==> src/rtl/spi_arbiter.sv <==
// spi_arbiter: shares one SD-card style SPI master (mode 0, MSB first, 8-bit
// transfers) between two byte requesters.
//
// Ports
//   clock, reset            system clock; asynchronous active-high reset
//   reqN_valid/ready/data/hold
//                           byte request from requester N; hold=1 keeps CS
//                           low after the byte and locks the bus to N
//   rspN_valid/data         received byte for requester N, one-cycle pulse
//   spi_clk/mosi/miso/cs    SPI pins (cs active low, mosi idles high)
//   busy                    transfer in progress or bus locked
//   owner                   index of the last granted requester
//
// Parameter CLK_DIV: system clocks per SPI clock half-period (1..255).
module spi_arbiter #(
  parameter int unsigned CLK_DIV = 50
) (
  input  logic       clock,
  input  logic       reset,
  input  logic       req0_valid,
  output logic       req0_ready,
  input  logic [7:0] req0_data,
  input  logic       req0_hold,
  output logic       rsp0_valid,
  output logic [7:0] rsp0_data,
  input  logic       req1_valid,
  output logic       req1_ready,
  input  logic [7:0] req1_data,
  input  logic       req1_hold,
  output logic       rsp1_valid,
  output logic [7:0] rsp1_data,
  output logic       spi_clk,
  output logic       spi_mosi,
  input  logic       spi_miso,
  output logic       spi_cs,
  output logic       busy,
  output logic       owner
);

  localparam logic [7:0] DIV_LAST = 8'(CLK_DIV - 1);

  typedef enum logic [2:0] {
    ST_IDLE  = 3'd0,
    ST_SETUP = 3'd1,
    ST_LOW   = 3'd2,
    ST_HIGH  = 3'd3,
    ST_DONE  = 3'd4
  } state_t;

  state_t     state_r, state_n;
  logic [7:0] cnt_r, cnt_n;
  logic [2:0] bit_r, bit_n;
  logic [7:0] tx_r, tx_n;
  logic [7:0] rx_r, rx_n;
  logic [7:0] rsp_data_r, rsp_data_n;
  logic       rsp0_valid_r, rsp0_valid_n;
  logic       rsp1_valid_r, rsp1_valid_n;
  logic       hold_r, hold_n;
  logic       owner_r, owner_n;
  logic       lock_r, lock_n;
  logic       ptr_r, ptr_n;
  logic       clk_r, clk_n;
  logic       mosi_r, mosi_n;
  logic       cs_r, cs_n;
  logic       busy_r, busy_n;

  logic       gnt_valid_s;
  logic       gnt_idx_s;
  logic       accept_s;
  logic [7:0] gnt_data_s;
  logic       gnt_hold_s;
  logic       cnt_done_s;

  // Arbitration: lock owner only while locked, otherwise single valid wins
  // and a tie goes to the requester named by the priority pointer.
  always_comb begin
    gnt_valid_s = 1'b0;
    gnt_idx_s   = 1'b0;
    if (lock_r) begin
      gnt_idx_s   = owner_r;
      gnt_valid_s = owner_r ? req1_valid : req0_valid;
    end else if (req0_valid && req1_valid) begin
      gnt_valid_s = 1'b1;
      gnt_idx_s   = ptr_r;
    end else if (req0_valid) begin
      gnt_valid_s = 1'b1;
      gnt_idx_s   = 1'b0;
    end else if (req1_valid) begin
      gnt_valid_s = 1'b1;
      gnt_idx_s   = 1'b1;
    end else begin
      gnt_valid_s = 1'b0;
      gnt_idx_s   = 1'b0;
    end
    // Ready is held low while reset is asserted so nothing is accepted then.
    accept_s   = (state_r == ST_IDLE) && !reset && gnt_valid_s;
    req0_ready = accept_s && !gnt_idx_s;
    req1_ready = accept_s && gnt_idx_s;
    gnt_data_s = gnt_idx_s ? req1_data : req0_data;
    gnt_hold_s = gnt_idx_s ? req1_hold : req0_hold;
  end

  // Next-state and next-output computation for the SPI shifter FSM.
  always_comb begin
    state_n      = state_r;
    cnt_n        = cnt_r;
    bit_n        = bit_r;
    tx_n         = tx_r;
    rx_n         = rx_r;
    rsp_data_n   = rsp_data_r;
    rsp0_valid_n = 1'b0;
    rsp1_valid_n = 1'b0;
    hold_n       = hold_r;
    owner_n      = owner_r;
    lock_n       = lock_r;
    ptr_n        = ptr_r;
    clk_n        = clk_r;
    mosi_n       = mosi_r;
    cs_n         = cs_r;
    cnt_done_s   = (cnt_r == DIV_LAST);

    case (state_r)
      ST_IDLE: begin
        if (accept_s) begin
          tx_n    = gnt_data_s;
          hold_n  = gnt_hold_s;
          owner_n = gnt_idx_s;
          ptr_n   = ~gnt_idx_s;
          mosi_n  = gnt_data_s[7];
          cs_n    = 1'b0;
          cnt_n   = 8'd0;
          bit_n   = 3'd0;
          // A freshly selected card gets a setup half-period; a locked
          // bus already has CS low so the first bit starts at once.
          state_n = cs_r ? ST_SETUP : ST_LOW;
        end else begin
          state_n = ST_IDLE;
        end
      end
      ST_SETUP: begin
        if (cnt_done_s) begin
          cnt_n   = 8'd0;
          state_n = ST_LOW;
        end else begin
          cnt_n = cnt_r + 8'd1;
        end
      end
      ST_LOW: begin
        if (cnt_done_s) begin
          cnt_n   = 8'd0;
          clk_n   = 1'b1;
          rx_n    = {rx_r[6:0], spi_miso};
          state_n = ST_HIGH;
        end else begin
          cnt_n = cnt_r + 8'd1;
        end
      end
      ST_HIGH: begin
        if (cnt_done_s) begin
          cnt_n = 8'd0;
          clk_n = 1'b0;
          if (bit_r == 3'd7) begin
            mosi_n       = 1'b1;
            rsp_data_n   = rx_r;
            rsp0_valid_n = !owner_r;
            rsp1_valid_n = owner_r;
            state_n      = ST_DONE;
          end else begin
            bit_n   = bit_r + 3'd1;
            tx_n    = {tx_r[6:0], 1'b0};
            mosi_n  = tx_r[6];
            state_n = ST_LOW;
          end
        end else begin
          cnt_n = cnt_r + 8'd1;
        end
      end
      ST_DONE: begin
        if (hold_r) begin
          lock_n = 1'b1;
        end else begin
          lock_n = 1'b0;
          cs_n   = 1'b1;
        end
        state_n = ST_IDLE;
      end
      default: begin
        state_n = ST_IDLE;
        clk_n   = 1'b0;
        mosi_n  = 1'b1;
        cs_n    = 1'b1;
        lock_n  = 1'b0;
      end
    endcase

    busy_n = (state_n != ST_IDLE) || lock_n;
  end

  // State and output registers; reset aborts any transfer and drops the card.
  always_ff @(posedge clock or posedge reset) begin
    if (reset) begin
      state_r      <= ST_IDLE;
      cnt_r        <= 8'd0;
      bit_r        <= 3'd0;
      tx_r         <= 8'd0;
      rx_r         <= 8'd0;
      rsp_data_r   <= 8'd0;
      rsp0_valid_r <= 1'b0;
      rsp1_valid_r <= 1'b0;
      hold_r       <= 1'b0;
      owner_r      <= 1'b0;
      lock_r       <= 1'b0;
      ptr_r        <= 1'b0;
      clk_r        <= 1'b0;
      mosi_r       <= 1'b1;
      cs_r         <= 1'b1;
      busy_r       <= 1'b0;
    end else begin
      state_r      <= state_n;
      cnt_r        <= cnt_n;
      bit_r        <= bit_n;
      tx_r         <= tx_n;
      rx_r         <= rx_n;
      rsp_data_r   <= rsp_data_n;
      rsp0_valid_r <= rsp0_valid_n;
      rsp1_valid_r <= rsp1_valid_n;
      hold_r       <= hold_n;
      owner_r      <= owner_n;
      lock_r       <= lock_n;
      ptr_r        <= ptr_n;
      clk_r        <= clk_n;
      mosi_r       <= mosi_n;
      cs_r         <= cs_n;
      busy_r       <= busy_n;
    end
  end

  assign rsp0_valid = rsp0_valid_r;
  assign rsp1_valid = rsp1_valid_r;
  assign rsp0_data  = rsp_data_r;
  assign rsp1_data  = rsp_data_r;
  assign spi_clk    = clk_r;
  assign spi_mosi   = mosi_r;
  assign spi_cs     = cs_r;
  assign busy       = busy_r;
  assign owner      = owner_r;

endmodule

==> config.mk <==
export PLATFORM = sky130hd
export DESIGN_NAME = spi_arbiter
export DESIGN_NICKNAME = d
export VERILOG_FILES = /design/src/rtl/spi_arbiter.sv
export SDC_FILE = /design/constraint.sdc
export NUM_CORES = 1
export LEC_CHECK = 0
export BUFFER_PORTS_ARGS = -buffer_cell sky130_fd_sc_hd__clkbuf_2
export CAP_MARGIN = 20
export CORE_UTILIZATION = 59
export DETAILED_ROUTE_END_ITERATION = 7
export PLACE_DENSITY = 0.82
export SYNTH_ARGS = -nofsm -noshare
export SYNTH_HDL_FRONTEND = slang
export SYNTH_SLANG_ARGS = --single-unit
==> constraint.sdc <==
create_clock -name clock -period 5.3 [get_ports clock]
set_clock_uncertainty 0.15 [all_clocks]
set_input_delay 0.265 -clock clock [delete_from_list [all_inputs] [get_ports clock]]
set_output_delay 0.265 -clock clock [all_outputs]
set_load 0.05 [all_outputs]
### After elaboration in Yosys (flattened, before gate mapping)

Index checks and enable logic that the tools add are counted.

* register bits: 47
* input bits: 23
* word-level logic and storage cells: 104
* output and inout port bits: 25

* multiplexer cells: 46
* bitwise gates (word level): 4
* add/subtract/negate cells: 2
* reduce and logical (&&, ||, !) cells: 25
* eq/ne operators: 11

Operators with widths (count)
* $mux 8: 3
* $mux 1: 23
* $mux 3: 7
* $mux 7: 3
* $pmux 8 s2: 1
* $pmux 7 s2: 1
* $pmux 3 s4: 1
* $reduce_and 3->1: 4
* $ne 2x2->1 const B: 5
* $pmux 1 s3: 3
* $reduce_or 3->1: 3
* $add 8x1->8 const B: 1
* $eq 8x6->1 const B: 1
* $eq 3x2->1 const B: 2
* $eq 3x3->1 const B: 2
* $pmux 3 s2: 1
* $reduce_and 2->1: 3
* $logic_and 1x1->1: 5
* $mux 2: 2
* $not 1->1: 4
* $reduce_and 4->1: 1
* $reduce_bool 2->1: 2
* $reduce_or 4->1: 1
* $add 3x1->3 const B: 1
* other kinds (6): 8

### Logic depth before layout (Yosys ltp)

Gate-level depths: netlist (run 1).

* depth after elaboration: 9
* depth in mapped cells: 9
* mapped depth without buffers: 7

### Least setup slack after synthesis (run 1)

No wires, ideal clock.

* path kind: input -> output
* from: input reset
* to: output req0_ready
* buffers on the path: 0
* stages on the path: 4
* slack: 2249 ps
* data required time: 4885 ps
* arrival time: 2636 ps
* cells stage by stage: inv_1 o211ai_1 nand2b_1 nor2_1

* longest elaborated chain between the ends: 4

RTL lines
* from (decl): line 19 `input logic reset,`
* $logic_not 1->1 (no line)
* $logic_and 1x1->1 (2 in a row): line 96 `accept_s = (state_r == ST_IDLE) && !reset && gnt_valid_s;`
* $logic_and 1x1->1: line 97 `req0_ready = accept_s && !gnt_idx_s;`
* to (decl): line 21 `output logic req0_ready,`

No other way between the ends.

### Worst setup path in the final report (run 1)

* from: input reset
* to: output req1_ready

* longest elaborated chain between the ends: 4

RTL lines
* $logic_not 1->1 (no line)
* $logic_and 1x1->1 (2 in a row): line 96
* $logic_and 1x1->1: line 98 `req1_ready = accept_s && gnt_idx_s;`
* to (decl): line 27 `output logic req1_ready,`

No other way between the ends.

==> impl_metrics.env, run 1 <==
export IMPL_finalWeightedCongestion=0.7967
export IMPL_die_y_um=65.76
export IMPL_crit_path_end_kind="primary output"
export IMPL_ant_nets=0
export IMPL_switchingPower_mw=0.1388
export IMPL_core_area_um2=3771
export IMPL_h_tree_depth=2
export IMPL_dp_final_hpwl_um=3056
export IMPL_ios=48
export IMPL_synth_seq_area_share=0.4914
export IMPL_vias_per_cell=5.562
export IMPL_fin_nets=295
export IMPL_syn_nets=255
export IMPL_antenna_found_initial=0
export IMPL_diodes=0
export IMPL_cts_tree="built"
export IMPL_drive_above_1_share=0.3048
export IMPL_p_comb_frac=0.040
export IMPL_n_fill_cell=283
export IMPL_rsz0062_at_grt="false"
export IMPL_overflow=0
export IMPL_yosys_top_cells_area="dfrtp_1 (47%), mux2_2 (4.7%), o21ai_0 (3.8%), mux2_4 (3.8%), nand2_1 (3.4%)"
export IMPL_syn_area_per_cell_um2=10.52
export IMPL_cts_sinks=47
export IMPL_cts_clk_slew_worst_paths_ns=0.09
export IMPL_finalSetupViolCount=0
export IMPL_clkLatencyLatePin_ns=0.31
export IMPL_drt_initial_drc_count=101
export IMPL_ys_seq_elements=47
export IMPL_hold_end="rx_r[0]$_DFFE_PP0P_"
export IMPL_timing_final_max_slew_violations=0
export IMPL_final_cells=317
export IMPL_drv_cap=0
export IMPL_critPathLaunchType="input port"
export IMPL_start_util=0.6360
export IMPL_whs_ns=0.03511
export IMPL_worst_hold_path_type="in2reg"
export IMPL_criticalPathCategory="in2out"
export IMPL_wirelength_um=4316
export IMPL_wl_per_cell_um=13.62
export IMPL_max_freq_mhz=382.2
export IMPL_syn_inst=228
export IMPL_dp_cells=307
export IMPL_reg2regPathDepth=4
export IMPL_cts_root_buf="clkbuf_8"
export IMPL_cts_made_buffers=5
export IMPL_hp_start="spi_miso"
export IMPL_clock_path_buffers=2
export IMPL_r2r_end="tx_r[2]$_DFFE_PP0P_"
export IMPL_leakagePower_nw=1.381
export IMPL_fin_crit_ns=2.616
export IMPL_slew_headroom=0.5273
export IMPL_die_area_um2=4324
export IMPL_drtPass1Iterations=4
export IMPL_p_int_mw=0.4758
export IMPL_yosysTopAreaCell="dfrtp_1"
export IMPL_finalSetupTns_ns=0
export IMPL_timing_rr_start="state_r[2]$_DFF_PP0_"
export IMPL_synth_warnings=0
export IMPL_ir_worst_vdd_mv=0.1356
export IMPL_layout_common_cells="clkbuf_2 (47), dfrtp_1 (45), nand2_1 (22)"
export IMPL_ys_types=45
export IMPL_cp_arrival_ns=2.20
export IMPL_ctsResizeCount=0
export IMPL_power_frac_seq=0.584
export IMPL_r2r_slack_ns=2.98
export IMPL_drc=0
export IMPL_grt_util_all_layers=0.2229
export IMPL_fin_crit_sh=0.4936
export IMPL_switching_share=0.2258
export IMPL_yosys_most_used_dff="dfrtp_1"
export IMPL_grt_pass1_wl_um=7113
export IMPL_power_density_nw_per_um2=227.3
export IMPL_port_buffers=47
export IMPL_yosysTopAreaCellShare=0.4695
export IMPL_rows=22
export IMPL_final_common_cell="clkbuf_2"
export IMPL_required_ns=4.89
export IMPL_hold_depth=2
export IMPL_hold_viol=0
export IMPL_status="finished clean"
export IMPL_syn_area_um2=2399
export IMPL_seq_area_um2=1179
export IMPL_multiInputGateArea_um2=1056
export IMPL_async_flop_share=1.000
export IMPL_p_clk_frac=0.376
export IMPL_grt_max_degree=50
export IMPL_tightest_slew_ns=0.7091
export IMPL_crit_fanout=38
export IMPL_route_vias_total=1763
export IMPL_grt_pass1_vias=1535
export IMPL_synth_edf_count=0
export IMPL_die_x_um=65.76
export IMPL_syn_to_final_growth_pct=12.73
==> worst max-delay path by stage <==
| stage | endpoint | from | slack, ns |
|---|---|---|---|
| 4_1_cts | req0_ready | reset | 2.55 |
| 5_1_grt | req1_ready | reset | 2.51 |
| 3_3_place_gp | req0_ready | reset | 2.66 |
| 6_report | req1_ready | reset | 2.68 |
| 2_1_floorplan | req0_ready | reset | 2.25 |
| 3_5_place_dp | req0_ready | reset | 2.54 |
==> metal layers <==
layer / GRT usage / wire (µm) / vias to the layer above
li1: - / - / 872
met1: 0.2815 / 1991 / 841
met2: 0.3686 / 2082 / 44
met3: 0.05382 / 174 / 6
met4: 0.08152 / 68 / 0
met5: 0 / 0 / -
==> power by group through the flow <==
stage,Clock [mW],Sequential [mW],Combinational [mW]
2_1_floorplan,0,0.366,0.0115
3_3_place_gp,0,0.366,0.0217
3_5_place_dp,0,0.366,0.0228
4_1_cts,0.234,0.359,0.0228
5_1_grt,0.248,0.359,0.0280
6_report,0.231,0.359,0.0245
==> Yosys cell counts (all sizes together), types with 3 or more instances <==
cell type,instances
nand2,22
mux2i,4
nor3,4
inv,12
a31oi,3
nand3b,4
mux2,16
nand3,4
o31ai,7
ha,4
nor2b,4
o21ai,20
o22ai,4
dfrtp,45
and2,3
a21o,3
nor2,19
buf,14
a21oi,13
==> worst max-delay path, stage by stage <==
cell,delay [ns]
dlygate4sd3_1,0.54
clkbuf_2,0.11
inv_2,0.21
buf_12,0.26
o2111a_1,0.36
and2_1,0.17
clkbuf_2,0.27
==> layout make-up <==
type / instances / area share
sequential: 47 / 0.4359
inverter: 12 / 0.01666
clock buffer: 6 / 0.03054
clock inverter: 2 / 0.006016
tap: 48 / 0.02221
multi-input combinational: 153 / 0.3906
timing repair buffer: 49 / 0.09810
==> kinds of logic after synthesis <==
| logic type | share of synthesized area |
|---|---|
| xor gates and xnor gates | 0.007304 |
| muxes | 0.1012 |
| and+or+nand+nor | 0.1466 |
| AOI/OAI and AO/OA | 0.1643 |
| adders and majority gates | 0.02087 |
| DFF | 0.4914 |
| buffers and inverters | 0.06833 |
==> timing repair <==
item	4_1_cts	5_1_grt
endpoints found under the hold margin	0	8
buffers inserted	0	0
hold buffers	0	1
==> through the flow <==
step                      worst slack (ns)  power, mW  utilization  area (µm²)
after global routing                 2.513     0.6353       0.7170        2704
final                                2.684     0.6146       0.7170        2704
after floorplan                      2.249     0.3775            -        2399
after detailed placement             2.545     0.3889       0.6828        2575
after global placement               2.662     0.3878       0.6828        2575
after CTS                            2.548     0.6161       0.7090        2674
==> sequential cells by signal (all words and copies together), names as in the netlist, 3 cells and up <==
signal and cells:
rx_r 8, tx_r 7, state_r 3, rsp0_data 8, cnt_r 8, bit_r 3
Note: power is estimated with default switching activity, not from simulation.
==> run 2: changes to the inputs <==
--- a/config.mk
+++ b/config.mk
@@ -5,11 +5,12 @@
 export SDC_FILE = /design/constraint.sdc
 export NUM_CORES = 1
 export LEC_CHECK = 0
+export ABC_AREA = 1
 export BUFFER_PORTS_ARGS = -buffer_cell sky130_fd_sc_hd__clkbuf_2
 export CAP_MARGIN = 20
-export CORE_UTILIZATION = 59
+export CORE_UTILIZATION = 49
 export DETAILED_ROUTE_END_ITERATION = 7
-export PLACE_DENSITY = 0.82
+export PLACE_DENSITY = 0.72
 export SYNTH_ARGS = -nofsm -noshare
 export SYNTH_HDL_FRONTEND = slang
 export SYNTH_SLANG_ARGS = --single-unit
==> constraint.sdc (replaced) <==
create_clock -name clock -period 2.2 [get_ports clock]
set_clock_uncertainty 0.15 [all_clocks]
set_input_delay 0.11 -clock clock [delete_from_list [all_inputs] [get_ports clock]]
set_output_delay 0.11 -clock clock [all_outputs]
set_load 0.05 [all_outputs]
==> impl_metrics.env, run 2 <==
export IMPL_port_buffers=47
export IMPL_yosys_area_share_xor_xnor=0.003571
export IMPL_synth_compound_area_frac=0.06480
export IMPL_grt_pass1_wl_um=8500
export IMPL_yosys_top_cells_count="nand2_1 (131), dfrtp_1 (45), inv_1 (31)"
export IMPL_whs_ns=0.03282
export IMPL_async_flop_share=1.000
export IMPL_drv_cap=0
export IMPL_drc=0
export IMPL_timing_rr_start="bit_r[0]$_DFFE_PP0P_"
export IMPL_yosysTopAreaCellShare=0.4592
export IMPL_rsz0062_at_grt="false"
export IMPL_fin_crit_sh=0.9398
export IMPL_cp_arrival_ns=1.81
export IMPL_route_vias_total=2087
export IMPL_drtPass1Iterations=4
export IMPL_synthMuxAreaShare=0
export IMPL_fin_nets=389
export IMPL_syn_nets=336
export IMPL_vias_per_cell=4.853
export IMPL_syn_inst=309
export IMPL_criticalPathCategory="reg2out"
export IMPL_ir_worst_vdd_mv=0.2848
export IMPL_antenna_found_initial=0
export IMPL_power_mw=1.429
export IMPL_diodes=0
export IMPL_fin_crit_ns=2.067
export IMPL_overflow=0
export IMPL_final_area_um2=2863
export IMPL_clkLatencyLatePin_ns=0.30
export IMPL_hold_depth=7
export IMPL_hold_viol=0
export IMPL_ys_types=28
export IMPL_wl_per_cell_um=11.49
export IMPL_synth_seq_area_share=0.4806
export IMPL_critPathLaunchType="flop"
export IMPL_synth_warnings=0
export IMPL_dp_final_hpwl_um=3628
export IMPL_core_area_um2=4755
export IMPL_syn_area_um2=2452
export IMPL_syn_area_per_cell_um2=7.936
export IMPL_reg2regPathDepth=8
export IMPL_cts_root_buf="clkbuf_8"
export IMPL_layout_common_cells="nand2_1 (131), dfrtp_1 (45), clkbuf_2 (45)"
export IMPL_n_fill_cell=473
export IMPL_r2r_end="bit_r[2]$_DFFE_PP0P_"
export IMPL_placed_area_um2=2720
export IMPL_drive_above_1_share=0.2397
export IMPL_cts_tree="built"
export IMPL_slew_headroom=0.6021
export IMPL_synth_top_family_by_area="simple AND/OR/NAND/NOR gates"
export IMPL_hold_end="spi_mosi$_DFFE_PP1P_"
export IMPL_crit_fanout=10
export IMPL_start_util=0.5158
export IMPL_cts_clk_slew_worst_paths_ns=0.08
export IMPL_slowest_delay_ns=0.41
export IMPL_power_density_nw_per_um2=499.1
export IMPL_pre_cts_ws_ns=0.2934
export IMPL_die_area_um2=5292
export IMPL_ant_nets=0
export IMPL_grt_pass1_vias=1917
export IMPL_worst_hold_path_type="in2reg"
export IMPL_die_x_um=72.75
export IMPL_grt_max_degree=48
export IMPL_max_freq_mhz=483.7
export IMPL_yosys_area_share_simple=0.3352
export IMPL_required_ns=1.94
export IMPL_cts_sinks=47
export IMPL_synth_edf_count=0
export IMPL_rows=25
export IMPL_drt_initial_drc_count=153
export IMPL_crit_path_end_kind="primary output"
export IMPL_hp_start="req1_data[7]"
export IMPL_finalSetupTns_ns=0
export IMPL_yosysTopAreaCell="dfrtp_1"
export IMPL_cts_made_buffers=5
export IMPL_timing_final_max_slew_violations=0
export IMPL_tightest_slew_ns=0.5969
export IMPL_r2r_slack_ns=0.32
export IMPL_status="finished clean"
export IMPL_synthAdderAreaFrac=0.02041
export IMPL_die_y_um=72.75
export IMPL_leakagePower_nw=1.630
export IMPL_finalWeightedCongestion=0.8344
export IMPL_grt_util_all_layers=0.2085
export IMPL_clock_path_buffers=2
export IMPL_final_common_cell="nand2_1"
export IMPL_yosys_top_cells_area="dfrtp_1 (46%), nand2_1 (20%), inv_1 (4.7%), nand3_1 (3.7%), buf_4 (2.8%)"
export IMPL_h_tree_depth=2
export IMPL_finalSetupViolCount=0
export IMPL_synth_most_common_cell="nand2_1"
export IMPL_cpMaxStageDelayCell="dfrtp_1"
export IMPL_worst_slack_ns=0.1325
export IMPL_ios=48
export IMPL_syn_to_final_growth_pct=16.73
export IMPL_wirelength_um=4939
export IMPL_ys_seq_elements=47
export IMPL_yosys_most_used_dff="dfrtp_1"
export IMPL_path_cells="nor2_2 > nand2_1 > nor2_2 > nand2_1 > buf_4 > a21oi_2 > buf_4"
[run 2: changes by cell type after synthesis, sizes merged, moves of 5 or more]
cell | before | now
a21oi | 13 | 5
inv | 12 | 34
mux2 | 16 | 0
nand2 | 22 | 133
nand3 | 4 | 19
nand3b | 4 | 9
o21ai | 20 | 15
o31ai | 7 | 0
[run 2: final cells by class]
type	instances	area (µm²)	share of cell area
Inverter	34	127.6	0.04458
Tap cell	67	83.83	0.02928
Multi-Input combinational cell	215	1045	0.3649
Clock inverter	1	5.005	0.001748
Sequential cell	47	1179	0.4117
Timing Repair Buffer	59	346.6	0.1211
Clock buffer	7	76.32	0.02666
[run 2: worst max-delay path, delay by kind of cell (launching register included)]
kind / cells / cell delay (ns)
buffers and inverters: 2 / 0.40
flip-flops: 1 / 0.41
AND/OR/NAND/NOR: 4 / 0.55
AO/OA/AOI/OAI: 1 / 0.15
[run 2: power by group]
part           total [mW]  leakage [nW]  switching [mW]  internal, mW
logic              0.0666         0.984          0.0365        0.0300
clock network       0.499        0.0422           0.276         0.223
registers           0.863         0.603               0         0.863
[run 2: cells by family after synthesis]
kind of cell	after synthesis
fa+ha+maj	4
compound gates	25
simple gates	185
flops	47
buf+inv	47
xor+xnor	1
[run 2: metal layers]
layer / global-route usage / routed length, µm / vias to the layer above
met5: 0 / 0 / -
met4: 0.06100 / 57 / 0
met3: 0.04834 / 179 / 7
met2: 0.3354 / 2348 / 43
met1: 0.2821 / 2354 / 972
li1: - / - / 1065
[run 2: through the flow]
step | utilization | cells
6_report | 0.6021 | 430
5_1_grt | 0.6021 | 430
4_1_cts | 0.5997 | 430
3_5_place_dp | 0.5721 | 417
3_3_place_gp | 0.5721 | 417
2_1_floorplan | - | 309
[run 2: worst max-delay path by stage]
stage	start	to	depth (start not counted)	slack [ns]
floorplan	owner$_DFFE_PP0P_	hold_r$_DFFE_PP0P_	9	0.10
global placement	state_r[0]$_DFF_PP0_	bit_r[0]$_DFFE_PP0P_	8	0.37
detailed placement	state_r[1]$_DFF_PP0_	tx_r[0]$_DFFE_PP0P_	8	0.29
CTS	state_r[0]$_DFF_PP0_	req1_ready	7	0.01
global route	state_r[0]$_DFF_PP0_	req1_ready	7	0.01
finish	state_r[0]$_DFF_PP0_	req1_ready	7	0.13
[run 2: repair_timing]
item,CTS,global route
setup endpoints to repair,0,2
resized for setup,0,8
hold buffers,5,0
buffers inserted,0,0
endpoints found under the hold margin,48,0
==> run 3: changes to the inputs <==
--- a/config.mk
+++ b/config.mk
@@ -10,6 +10,7 @@
 export CAP_MARGIN = 20
 export CORE_UTILIZATION = 49
 export DETAILED_ROUTE_END_ITERATION = 7
+export MAX_ROUTING_LAYER = met4
 export PLACE_DENSITY = 0.72
 export SYNTH_ARGS = -nofsm -noshare
 export SYNTH_HDL_FRONTEND = slang
==> impl_metrics.env, run 3 (synthesis gave the netlist of run 2 again) <==
export IMPL_drc=0
export IMPL_cts_tree="built"
export IMPL_crit_fanout=10
export IMPL_grt_pass1_vias=1913
export IMPL_fin_nets=389
export IMPL_start_util=0.5158
export IMPL_cts_clk_slew_worst_paths_ns=0.08
export IMPL_vias_per_cell=4.891
export IMPL_diodes=0
export IMPL_dp_final_hpwl_um=3628
export IMPL_leakagePower_nw=1.630
export IMPL_whs_ns=0.03727
export IMPL_clkLatencyLatePin_ns=0.30
export IMPL_required_ns=1.94
export IMPL_fin_crit_sh=0.9425
export IMPL_worst_hold_path_type="in2reg"
export IMPL_h_tree_depth=2
export IMPL_max_freq_mhz=482.3
export IMPL_pre_cts_ws_ns=0.2934
export IMPL_cp_arrival_ns=1.81
export IMPL_ios=48
export IMPL_wl_per_cell_um=11.50
export IMPL_die_area_um2=5292
export IMPL_status="finished clean"
export IMPL_ant_nets=0
export IMPL_finalWeightedCongestion=0.8473
export IMPL_drt_initial_drc_count=150
export IMPL_cts_setup_buffers=0
export IMPL_wirelength_um=4946
export IMPL_cts_sinks=47
export IMPL_rows=25
export IMPL_die_y_um=72.75
export IMPL_ir_worst_vdd_mv=0.2851
export IMPL_power_density_nw_per_um2=499.8
export IMPL_grt_util_all_layers=0.2160
export IMPL_drv_cap=0
export IMPL_rsz0062_at_grt="false"
export IMPL_die_x_um=72.75
export IMPL_criticalPathCategory="reg2out"
export IMPL_hold_viol=0
export IMPL_grt_max_degree=48
export IMPL_route_vias_total=2103
export IMPL_cts_made_buffers=5
export IMPL_layout_common_cells="nand2_1 (131), dfrtp_1 (45), clkbuf_2 (45)"
export IMPL_slew_headroom=0.6064
export IMPL_reg2regPathDepth=8
export IMPL_syn_to_final_growth_pct=16.73
export IMPL_grt_pass1_wl_um=8535
export IMPL_dp_cells=417
export IMPL_antenna_found_initial=0
export IMPL_drive_above_1_share=0.2397
export IMPL_core_area_um2=4755
export IMPL_crit_path_end_kind="primary output"
export IMPL_final_common_cell="nand2_1"
export IMPL_finalSetupViolCount=0
export IMPL_port_buffers=47
export IMPL_timing_final_max_slew_violations=0
export IMPL_finalSetupTns_ns=0
export IMPL_cts_root_buf="clkbuf_8"
export IMPL_tightest_slew_ns=0.5904
export IMPL_final_cells=430
export IMPL_overflow=0
export IMPL_fin_crit_ns=2.073
export IMPL_utilization=0.6021
export IMPL_drtPass1Iterations=4
export IMPL_critPathLaunchType="flop"
export IMPL_worst_slack_ns=0.1265
export IMPL_hold_depth=7
export IMPL_clock_path_buffers=2
run 3: cell counts in the layout (fill, tap and decap cells not counted):
Identical to the previous run, type by type.
run 3: through the flow:
step | area [µm²] | total power, mW
floorplan | 2455 | 0.9108
global placement | 2720 | 0.9405
detailed placement | 2720 | 0.9410
CTS | 2851 | 1.446
global route | 2863 | 1.491
finish | 2863 | 1.431
run 3: final timing paths:
kind                                      startpoint                   end  slack [ns]
worst min register to register   tx_r[5]$_DFFE_PP0P_   tx_r[5]$_DFFE_PP0P_        0.33
max in group asynchronous                      reset  cnt_r[6]$_DFFE_PP0P_        1.11
worst max-delay path            state_r[0]$_DFF_PP0_            req1_ready        0.13
worst min-delay path                    req1_data[7]  spi_mosi$_DFFE_PP1P_        0.04
worst max register to register  bit_r[0]$_DFFE_PP0P_  bit_r[2]$_DFFE_PP0P_        0.32
min in group asynchronous                      reset  cnt_r[0]$_DFFE_PP0P_        0.39
run 3: power breakdown:
| group | leakage (nW) | internal, mW | switching [mW] |
|---|---|---|---|
| logic | 0.984 | 0.0300 | 0.0366 |
| registers | 0.603 | 0.863 | 0 |
| clock network | 0.0422 | 0.223 | 0.278 |
| total | 1.63 | 1.12 | 0.314 |
run 3: area by class of cell:
| class | instances | area [µm²] |
|---|---|---|
| flip-flops and latches | 47 | 1179 |
| clock buffers | 7 | 76.32 |
| inverters | 34 | 127.6 |
| multi-input cells | 215 | 1045 |
| clock inverters | 1 | 5.005 |
| fillers | 473 | 1892 |
| well taps | 67 | 83.83 |
| repair buffers | 59 | 346.6 |
run 3: layer usage:
layer	routed length (µm)	part of all wire	GRT usage	vias to the layer above
li1	-	-	-	1063
met1	2333	0.47	0.2857	980
met2	2363	0.48	0.3364	53
met3	193	0.039	0.04696	7
met4	55	0.011	0.06100	0
met5	0	0	-	-
run 3: what timing repair did:
item	4_1_cts	5_1_grt
hold buffers	5	0
gates resized for setup	0	8
endpoints found under the setup margin	0	2
endpoints found under the hold margin	48	0
run 3: critical path, stage by stage, from the launching register on:
cell and delay [ns]:
dfrtp_1 0.41, nor2_2 0.17, nand2_1 0.16, nor2_2 0.14
nand2_1 0.08, buf_4 0.18, a21oi_2 0.15, buf_4 0.22
